`config.mk`:
```
export PLATFORM = sky130hd
export DESIGN_NAME = spi_slave_param
export DESIGN_NICKNAME = d
export VERILOG_FILES = /design/src/rtl/spi_pkg.sv /design/src/rtl/spi_shift_out.sv /design/src/rtl/spi_slave_param.sv
export SDC_FILE = /design/constraint.sdc
export NUM_CORES = 1
export LEC_CHECK = 0
export ABC_AREA = 1
export BUFFER_PORTS_ARGS = -buffer_cell sky130_fd_sc_hd__buf_2
export CORE_MARGIN = 5
export CORE_UTILIZATION = 40
export DETAILED_ROUTE_END_ITERATION = 6
export GPL_ROUTABILITY_DRIVEN = 0
export PLACE_DENSITY = 0.6
export RECOVER_POWER = 50
export SYNTH_ARGS = -nofsm -noshare
export SYNTH_HDL_FRONTEND = slang
export SYNTH_SLANG_ARGS = --single-unit
export TNS_END_PERCENT = 10
```
`constraint.sdc`:
```
create_clock -name clk -period 1.3 [get_ports clk]
set_clock_uncertainty 0.05 [all_clocks]
set_input_delay 0.13 -clock clk [delete_from_list [all_inputs] [get_ports clk]]
set_output_delay 0.13 -clock clk [all_outputs]
set_load 0.02 [all_outputs]
```
`src/rtl/spi_pkg.sv`:
```
// spi_pkg: shared definitions for the SPI slave front end.
//   spi_state_e : 3-bit FSM state encoding
//   WR_ADDR/WR_DATA/RD_ADDR/RD_DATA : 2-bit command codes carried in frame[FRAME_W-1:FRAME_W-2]
package spi_pkg;

  typedef enum logic [2:0] {
    IDLE      = 3'd0,
    CHK_CMD   = 3'd1,
    WRITE     = 3'd2,
    READ_ADD  = 3'd3,
    READ_DATA = 3'd4,
    RD_WAIT   = 3'd5,
    RD_SHIFT  = 3'd6,
    HOLD      = 3'd7
  } spi_state_e;

  localparam logic [1:0] WR_ADDR = 2'b00;
  localparam logic [1:0] WR_DATA = 2'b01;
  localparam logic [1:0] RD_ADDR = 2'b10;
  localparam logic [1:0] RD_DATA = 2'b11;

  // The first frame bit alone separates writes from reads.
  function automatic logic is_read_cmd(input logic cmd_msb);
    return cmd_msb == RD_ADDR[1];
  endfunction

endpackage

```
`src/rtl/spi_shift_out.sv`:
```
// spi_shift_out: DATA_W parallel-load, MSB-first, zero-filling shifter.
//   clk, rst  : clock, synchronous active-high reset
//   clr       : force register (and sout) to zero
//   load, din : parallel load; sout shows din[DATA_W-1] the next cycle
//   en        : shift one place toward the MSB, zero fill
//   sout      : registered serial output (sh MSB)
//   done      : the last bit (original din[0]) is currently on sout
module spi_shift_out #(
  parameter int DATA_W = 8
) (
  input  logic              clk,
  input  logic              rst,
  input  logic              clr,
  input  logic              load,
  input  logic              en,
  input  logic [DATA_W-1:0] din,
  output logic              sout,
  output logic              done
);
  localparam int CW = $clog2(DATA_W + 1);

  logic [DATA_W-1:0] sh;
  logic [CW-1:0]     cnt;

  always_ff @(posedge clk) begin
    if (rst || clr) begin
      sh  <= '0;
      cnt <= '0;
    end else if (load) begin
      sh  <= din;
      cnt <= '0;
    end else if (en) begin
      sh  <= sh << 1;
      cnt <= cnt + 1'b1;
    end
  end

  assign sout = sh[DATA_W-1];
  assign done = (cnt == CW'(DATA_W - 1));

endmodule

```
`src/rtl/spi_slave_param.sv`:
```
// spi_slave_param: parametrised SPI slave front end.
//   clk, rst  : serial clock (rising edge), synchronous active-high reset
//   SS_n      : slave select, active low
//   MOSI      : serial data in, sampled MSB first
//   tx_valid, tx_data : read data from memory, accepted only while waiting for it
//   MISO      : registered serial data out
//   rx_valid  : one-cycle pulse, rx_data holds a newly completed frame
//   rx_data   : last completed frame {cmd[1:0], payload}
//   frame_err : one-cycle pulse, SS_n rose before the frame/transfer finished
//   busy      : FSM not idle
module spi_slave_param
  import spi_pkg::*;
#(
  parameter int DATA_W = 8,
  parameter int CNT_W  = $clog2(DATA_W + 3)
) (
  input  logic              clk,
  input  logic              rst,
  input  logic              SS_n,
  input  logic              MOSI,
  input  logic              tx_valid,
  input  logic [DATA_W-1:0] tx_data,
  output logic              MISO,
  output logic              rx_valid,
  output logic [DATA_W+1:0] rx_data,
  output logic              frame_err,
  output logic              busy
);
  localparam int FRAME_W = DATA_W + 2;
  localparam logic [CNT_W-1:0] LAST = CNT_W'(FRAME_W - 1);

  spi_state_e         state, nstate;
  logic [CNT_W-1:0]   cnt;
  logic [FRAME_W-2:0] rx_sh;   // bits received so far; MOSI supplies bit 0
  logic               addr_saved;

  logic shift_in, frame_done, set_addr, clr_addr, abort;
  logic sh_load, sh_en, sh_clr, sh_done;

  always_ff @(posedge clk) begin
    if (rst) state <= IDLE;
    else     state <= nstate;
  end

  always_comb begin
    nstate     = state;
    shift_in   = 1'b0;
    frame_done = 1'b0;
    set_addr   = 1'b0;
    clr_addr   = 1'b0;
    abort      = 1'b0;
    sh_load    = 1'b0;
    sh_en      = 1'b0;
    if (state != IDLE && SS_n) begin
      // Deselect wins in every active state; only HOLD is a clean end.
      nstate = IDLE;
      abort  = (state != HOLD);
    end else begin
      case (state)
        IDLE:    if (!SS_n) nstate = CHK_CMD;
        CHK_CMD: begin
          shift_in = 1'b1;
          if (!is_read_cmd(MOSI)) nstate = WRITE;
          else if (addr_saved)    nstate = READ_DATA;
          else                    nstate = READ_ADD;
        end
        WRITE, READ_ADD, READ_DATA: begin
          shift_in = 1'b1;
          if (cnt == LAST) begin
            frame_done = 1'b1;
            set_addr   = (state == READ_ADD);
            nstate     = (state == READ_DATA) ? RD_WAIT : HOLD;
          end
        end
        RD_WAIT: if (tx_valid) begin
          sh_load = 1'b1;
          nstate  = RD_SHIFT;
        end
        RD_SHIFT: begin
          // The shift at done leaves the zero-filled register empty, so
          // MISO drops to 0 as we enter HOLD.
          sh_en = 1'b1;
          if (sh_done) begin
            clr_addr = 1'b1;
            nstate   = HOLD;
          end
        end
        HOLD:    nstate = HOLD;
        default: nstate = IDLE;
      endcase
    end
  end

  // Anything other than an active load/shift parks MISO at 0.
  assign sh_clr = !(sh_load || sh_en);

  spi_shift_out #(.DATA_W(DATA_W)) u_shift_out (
    .clk  (clk),
    .rst  (rst),
    .clr  (sh_clr),
    .load (sh_load),
    .en   (sh_en),
    .din  (tx_data),
    .sout (MISO),
    .done (sh_done)
  );

  always_ff @(posedge clk) begin
    if (rst) begin
      cnt        <= '0;
      rx_sh      <= '0;
      rx_data    <= '0;
      rx_valid   <= 1'b0;
      frame_err  <= 1'b0;
      addr_saved <= 1'b0;
    end else begin
      rx_valid  <= frame_done;
      frame_err <= abort;
      if (set_addr)      addr_saved <= 1'b1;
      else if (clr_addr) addr_saved <= 1'b0;
      if (nstate == IDLE) begin
        cnt <= '0;
      end else if (shift_in) begin
        cnt   <= (state == CHK_CMD) ? CNT_W'(1) : cnt + 1'b1;
        rx_sh <= {rx_sh[FRAME_W-3:0], MOSI};
      end
      if (frame_done) rx_data <= {rx_sh, MOSI};
    end
  end

  assign busy = (state != IDLE);

endmodule

```
=== Word level (Yosys, flattened, before mapping) ===
Index checks and enable logic that the tools add are counted.

* Output and inout bits: 14
* Register bits after elaboration: 41

* Equal/unequal tests: 10
* Bitwise logic cells: 2
* Reductions and logical operators: 15
* Add/sub/neg operators: 2
* Muxes and demuxes: 30

{| class="wikitable"
|+ Operators with widths
! cell !! count
|-
| $mux 3 || 7
|-
| $mux 1 || 18
|-
| $pmux 3 s6 || 1
|-
| $mux 8 || 2
|-
| $eq 3x3->1 const B || 4
|-
| $add 4x1->4 const B || 2
|-
| $eq 3x2->1 const B || 2
|-
| $logic_not 3->1 || 2
|-
| $reduce_or 2->1 || 3
|-
| $eq 4x3->1 const B || 1
|-
| $eq 4x4->1 const B || 1
|-
| $mux 4 || 1
|-
| $reduce_bool 2->1 || 2
|-
| $reduce_or 4->1 || 1
|-
| $eq 3x1->1 const B || 1
|-
| $ne 3x3->1 const B || 1
|-
| $reduce_bool 3->1 || 1
|-
| $reduce_or 3->1 || 1
|-
| $logic_or 1x1->1 || 2
|-
| $mux 2 || 1
|-
| $not 1->1 || 2
|-
| $reduce_and 2->1 || 1
|-
| $logic_and 1x1->1 || 1
|-
| $logic_not 1->1 || 1
|}

=== Depth between registers and ports, before layout ===
* Word-level depth: 8
* Depth in mapped cells: 9
* Depth with buffers taken out: 8

=== Cells and area by module ===
A second synthesis with hierarchy kept.

* Cell total of the unflattened synthesis: 257
* Area total of the unflattened synthesis: 1976.9 sq um

{| class="wikitable"
|+ Modules (own cells, without submodules)
! module !! times used !! area each (sq um) !! cells an instance
|-
| spi_slave_param || 1 || 1351.3 || 174
|-
| spi_shift_out || 1 || 625.6 || 83
|}

=== Worst setup path after synthesis ===
OpenSTA, ideal clock, no wires.

* Path type: register to register
* From: reg state[1]
* To: reg rx_sh[0]
* Setup slack: -0.099 ns
* Buffers on the path: 1
* Data arrival time: 1.235 ns
* Stages on the path, launching flop included: 8
* Setup time: 0.114 ns
* Path through: dfxtp_1 -> nor2_1 -> nand2_1 -> nand2_2 -> nand2_1 -> buf_4 -> o21bai_1 -> nor2_1

{| class="wikitable"
|+ RTL lines
! what !! line !! RTL
|-
| from (decl) || spi_slave_param.sv:32 || <nowiki>spi_state_e state, nstate;</nowiki>
|-
| from (signal assigned) || spi_slave_param.sv:42 || <nowiki>else state <= nstate;</nowiki>
|-
| $reduce_bool 3->1 * || n/a ||
|-
| via busy || spi_slave_param.sv:27 || <nowiki>output logic busy</nowiki>
|-
| $logic_and 1x1->1 * || spi_slave_param.sv:54 || <nowiki>if (state != IDLE && SS_n) begin</nowiki>
|-
| $mux 3 || spi_slave_param.sv:54 ||
|-
| $logic_not 3->1 || spi_slave_param.sv:121 || <nowiki>if (nstate == IDLE) begin</nowiki>
|-
| $not 1->1 (no line) || n/a ||
|-
| $reduce_and 2->1 (no line) * || n/a ||
|-
| to (signal assigned) || spi_slave_param.sv:125 || <nowiki>rx_sh <= {rx_sh[FRAME_W-3:0], MOSI};</nowiki>
|-
| to (decl) || spi_slave_param.sv:34 || <nowiki>logic [FRAME_W-2:0] rx_sh;</nowiki>
|}

Mark *: on every way through the listed nets, which the timed path passes. The rest lies on a longest branch.
A chain may end at the register's enable or synchronous reset.

=== Worst setup path in the final report ===
* From: reg state[1]
* To: reg u_shift_out.sh[2]

* Word-level cells in the longest chain between the ends: 6

{| class="wikitable"
|+ RTL lines
! what !! line !! RTL
|-
| $eq 3x3->1 / $reduce_bool 3->1 (equally long branches) || spi_slave_param.sv:59, spi_slave_param.sv:54 ||
|-
| $mux 1 / $logic_and 1x1->1 (equally long branches) || spi_slave_param.sv:59, spi_slave_param.sv:54 ||
|-
| $mux 1 || spi_slave_param.sv:54 ||
|-
| $logic_or 1x1->1 || spi_slave_param.sv:95 || <nowiki>assign sh_clr = !(sh_load || sh_en);</nowiki>
|-
| $logic_not 1->1 || spi_slave_param.sv:95 ||
|-
| $logic_or 1x1->1 || spi_shift_out.sv:26 || <nowiki>if (rst || clr) begin</nowiki>
|-
| to (signal assigned) || spi_shift_out.sv:30 || <nowiki>sh <= din;</nowiki>
|-
| to (signal assigned) || spi_shift_out.sv:33 || <nowiki>sh <= sh << 1;</nowiki>
|-
| to (decl) || spi_shift_out.sv:22 || <nowiki>logic [DATA_W-1:0] sh;</nowiki>
|}

Several ways; a longest one is shown, not always the timed one.

==> results_dict.tcl <==
set metrics [dict create \
    status "complete, but fails checks" \
    failed_checks "negative setup slack" \
    synthDistinctLibCells 24 \
    holdCritPathClass "primary input to register" \
    placement.cell_area_um2 2250 \
    grt_start_max_net_pins 22 \
    cp-start-kind "register" \
    crit-reg2reg-launch "state[1]" \
    timing.critical_path.buf_inv 2 \
    cp_top_family "simple AND/OR/NAND/NOR gates" \
    worstHoldStart "tx_data[0]" \
    max_stage_delay_ns 0.37 \
    setup_viol 8 \
    grt.total_usage 0.138 \
    postLayoutCellArea_um2 2470 \
    drt_first_pass_iters 4 \
    grt_antenna_before_repair 0 \
    ios 27 \
    root_buffer "clkbuf_8" \
    buffers_on_ports 26 \
    avgSynthCellArea_um2 7.21 \
    final_nets 331 \
    critical_path_arrival_ns 1.49 \
    max_freq_mhz 763 \
    dr.first_iter.drc_count 114 \
    post_drt_wl_per_cell_um 11.3 \
    synthToLayoutAreaGrowth_pct 34.6 \
    holdPathEnd "u_shift_out.sh[0]" \
    worst_path_required_time_ns 1.48 \
    via_count_of_the_first_global_routing_pass 1589 \
    insertion_delay_of_the_later_clocked_pin_in_the_worst_skew_pair_ns 0.29 \
    worst_hold_check_slack_ns 0.0251 \
    die_x_um 77.8 \
    ctsHoldBuffers 0 \
    route.antenna.remaining_nets 0 \
    cts_max_level 2 \
    height_of_the_die_um 77.8 \
    total_number_of_vias 1713 \
    timing.critical_path.mode_cell "nand2_4" \
    instance_count_of_the_mapped_netlist 255 \
    worst_slew_margin_rel 0.756 \
    finalHoldViolCount 0 \
    worst_hold_path.num_cells 3 \
    finalCritPeriodShare 1.01 \
    initial_utilization 0.416 \
    overflow 0 \
    critical_path.endpoint_type "register" \
    core_um2 4410 \
    cts_made_buffers 5 \
    pwrdens_nw_per_um2 990 \
    cp_cell_instances "inv_2, buf_4, nand3_2, nor2_4, nand2_4, nand2_4, nand2_8, a21oi_2" \
    count_of_standard_cell_rows 24 \
    cts_max_path_buffers 2 \
    post_route_cells_drive_above_1_share 0.316 \
    setup_repair_after_global_routing_missed_its_margin "true" \
    ys_ff_latch 41 \
    finish.utilization 0.560 \
    mostFrequentLayoutCells "55 x nand2_1, 45 x nor2_1, 37 x dfxtp_1, 27 x buf_4, 23 x inv_1" \
    tritoncts "yes" \
    critical_path.reg2reg.endpoint "u_shift_out.sh[2]" \
    setup_ws_ns -0.0107 \
    layout.cells.most_common "nand2_1" \
    mappedNetlistNets 271 \
    routed_wl_um 4140 \
    tightest_slew_ns 0.366 \
    synth.yosys.warnings 0 \
    reg2reg_depth 8 \
    max_cap_viol_count 0 \
    grt_pass1_wl_um 6870 \
    cts.sinks 41 \
    insertedDiodeCount 0 \
    p_leak_nw 1.11 \
    route.detailed.vias_per_inst 4.65 \
    cp_max_fo 10 \
    die_area_um2 6050 \
    drcViolationCount 0 \
    post-route-min-period_ns 1.31 \
    syn_area_um2 1840 \
    report.final.slew_viol_count 0 \
    dp_hpwl_um 2930 \
    critical_path.slowest_cell "dfxtp_4" \
    timing.setup.critical_path_class "register to register" \
    setup.reg_to_reg.worst_slack_ns -0.01 \
    irDropWorstVdd_mv 0.399 \
    ys_seq_area_frac 0.447 \
    clock_pin_slew_reported_for_the_worst_setup_and_hold_paths_after_clock_tree_synthesis_ns 0.07 \
]
==> layer usage <==
metal  global-route usage  vias up  share of wire
li1                     -      922              -
met2                0.220       30           0.47
met4               0.0550        0          0.019
met3               0.0440        9          0.049
met5                    0        -              0
met1                0.172      752           0.46
==> cell usage after synthesis <==
cell type,n,share of area
clkbuf_1,2,0.0041
nor2_2,2,0.0068
o21ai_1,1,0.0027
nand3_2,1,0.0054
ha_1,3,0.020
o21ai_0,2,0.0054
nor2_1,52,0.11
nand2_2,5,0.017
nor3_1,4,0.011
buf_6,1,0.0061
nand4_1,4,0.014
buf_2,1,0.0027
nand2_1,61,0.12
nand2_4,2,0.012
inv_2,4,0.0082
xor2_1,1,0.0048
a21oi_2,7,0.033
a21oi_1,7,0.019
inv_1,23,0.047
buf_4,2,0.0082
dfxtp_1,41,0.45
o21bai_1,9,0.037
nor2_4,1,0.0061
nand3_1,19,0.052
==> through the flow <==
stage	instances	total power, mW	TNS [ns]	worst slack (ns)
floorplan	255	1.50	0	0.00442
global placement	357	1.63	-0.610	-0.0403
finish	368	2.45	-0.0576	-0.0107
detailed placement	357	1.63	-0.787	-0.0468
CTS	366	2.44	-0.0120	-0.0109
global route	368	2.59	-2.08	-0.104
==> tightest hold or removal path, cell delays in order <==
cell	delay, ns
buf_2	0.09
nand2_1	0.06
nor2_1	0.04
==> flip-flops by register name, summed over array words and instances, names as in the netlist <==
name / flops
rx_sh: 9
rx_valid: 1
addr_saved: 1
u_shift_out.sh: 8
rx_data: 10
frame_err: 1
state: 3
cnt: 4
u_shift_out.cnt: 4
==> logic make-up (layout without fill, tap and decap cells) <==
group / Yosys count / in the layout / synth area share
adder cells (fa/ha/maj): 3 / 3 / 0.0204
AND/OR/NAND/NOR: 151 / 152 / 0.355
AO/OA/AOI/OAI: 26 / 26 / 0.0973
buffers and inverters: 33 / 93 / 0.0762
flip-flops: 41 / 41 / 0.447
XOR/XNOR: 1 / 1 / 0.00477
==> timing repair <==
action / CTS / global route
pin swaps: 1 / 10
setup endpoints to repair: 33 / 39
endpoints found under the hold margin: 0 / 0
setup buffers: 1 / 1
gates cloned: 0 / 1
gates resized for setup: 10 / 27
==> final cells by class <==
type / count / area (µm²)
clock buffer: 6 / 72.6
clock inverter: 2 / 10.0
fill: 431 / 1940
inverter: 27 / 104
multi-input combinational: 182 / 987
sequential: 41 / 833
tap: 52 / 65.1
timing repair buffer: 58 / 402
==> how the worst max path moves through the flow <==
stage	from	endpoint	slack [ns]	cells after the start
2_1_floorplan	state[1]	rx_sh[0]	0.004	7
3_3_place_gp	state[1]	rx_sh[1]	-0.04	8
3_5_place_dp	state[1]	rx_sh[5]	-0.05	8
4_1_cts	state[2]	busy	-0.01	4
5_1_grt	cnt[1]	addr_saved	-0.10	7
6_report	state[1]	u_shift_out.sh[2]	-0.01	8
==> report_power, final <==
| group | switching, mW | leakage, nW | internal [mW] |
|---|---|---|---|
| clock network | 0.421 | 0.0450 | 0.372 |
| registers | 0.0295 | 0.334 | 1.29 |
| logic | 0.182 | 0.734 | 0.159 |
Power figures use the tool's default switching activity.
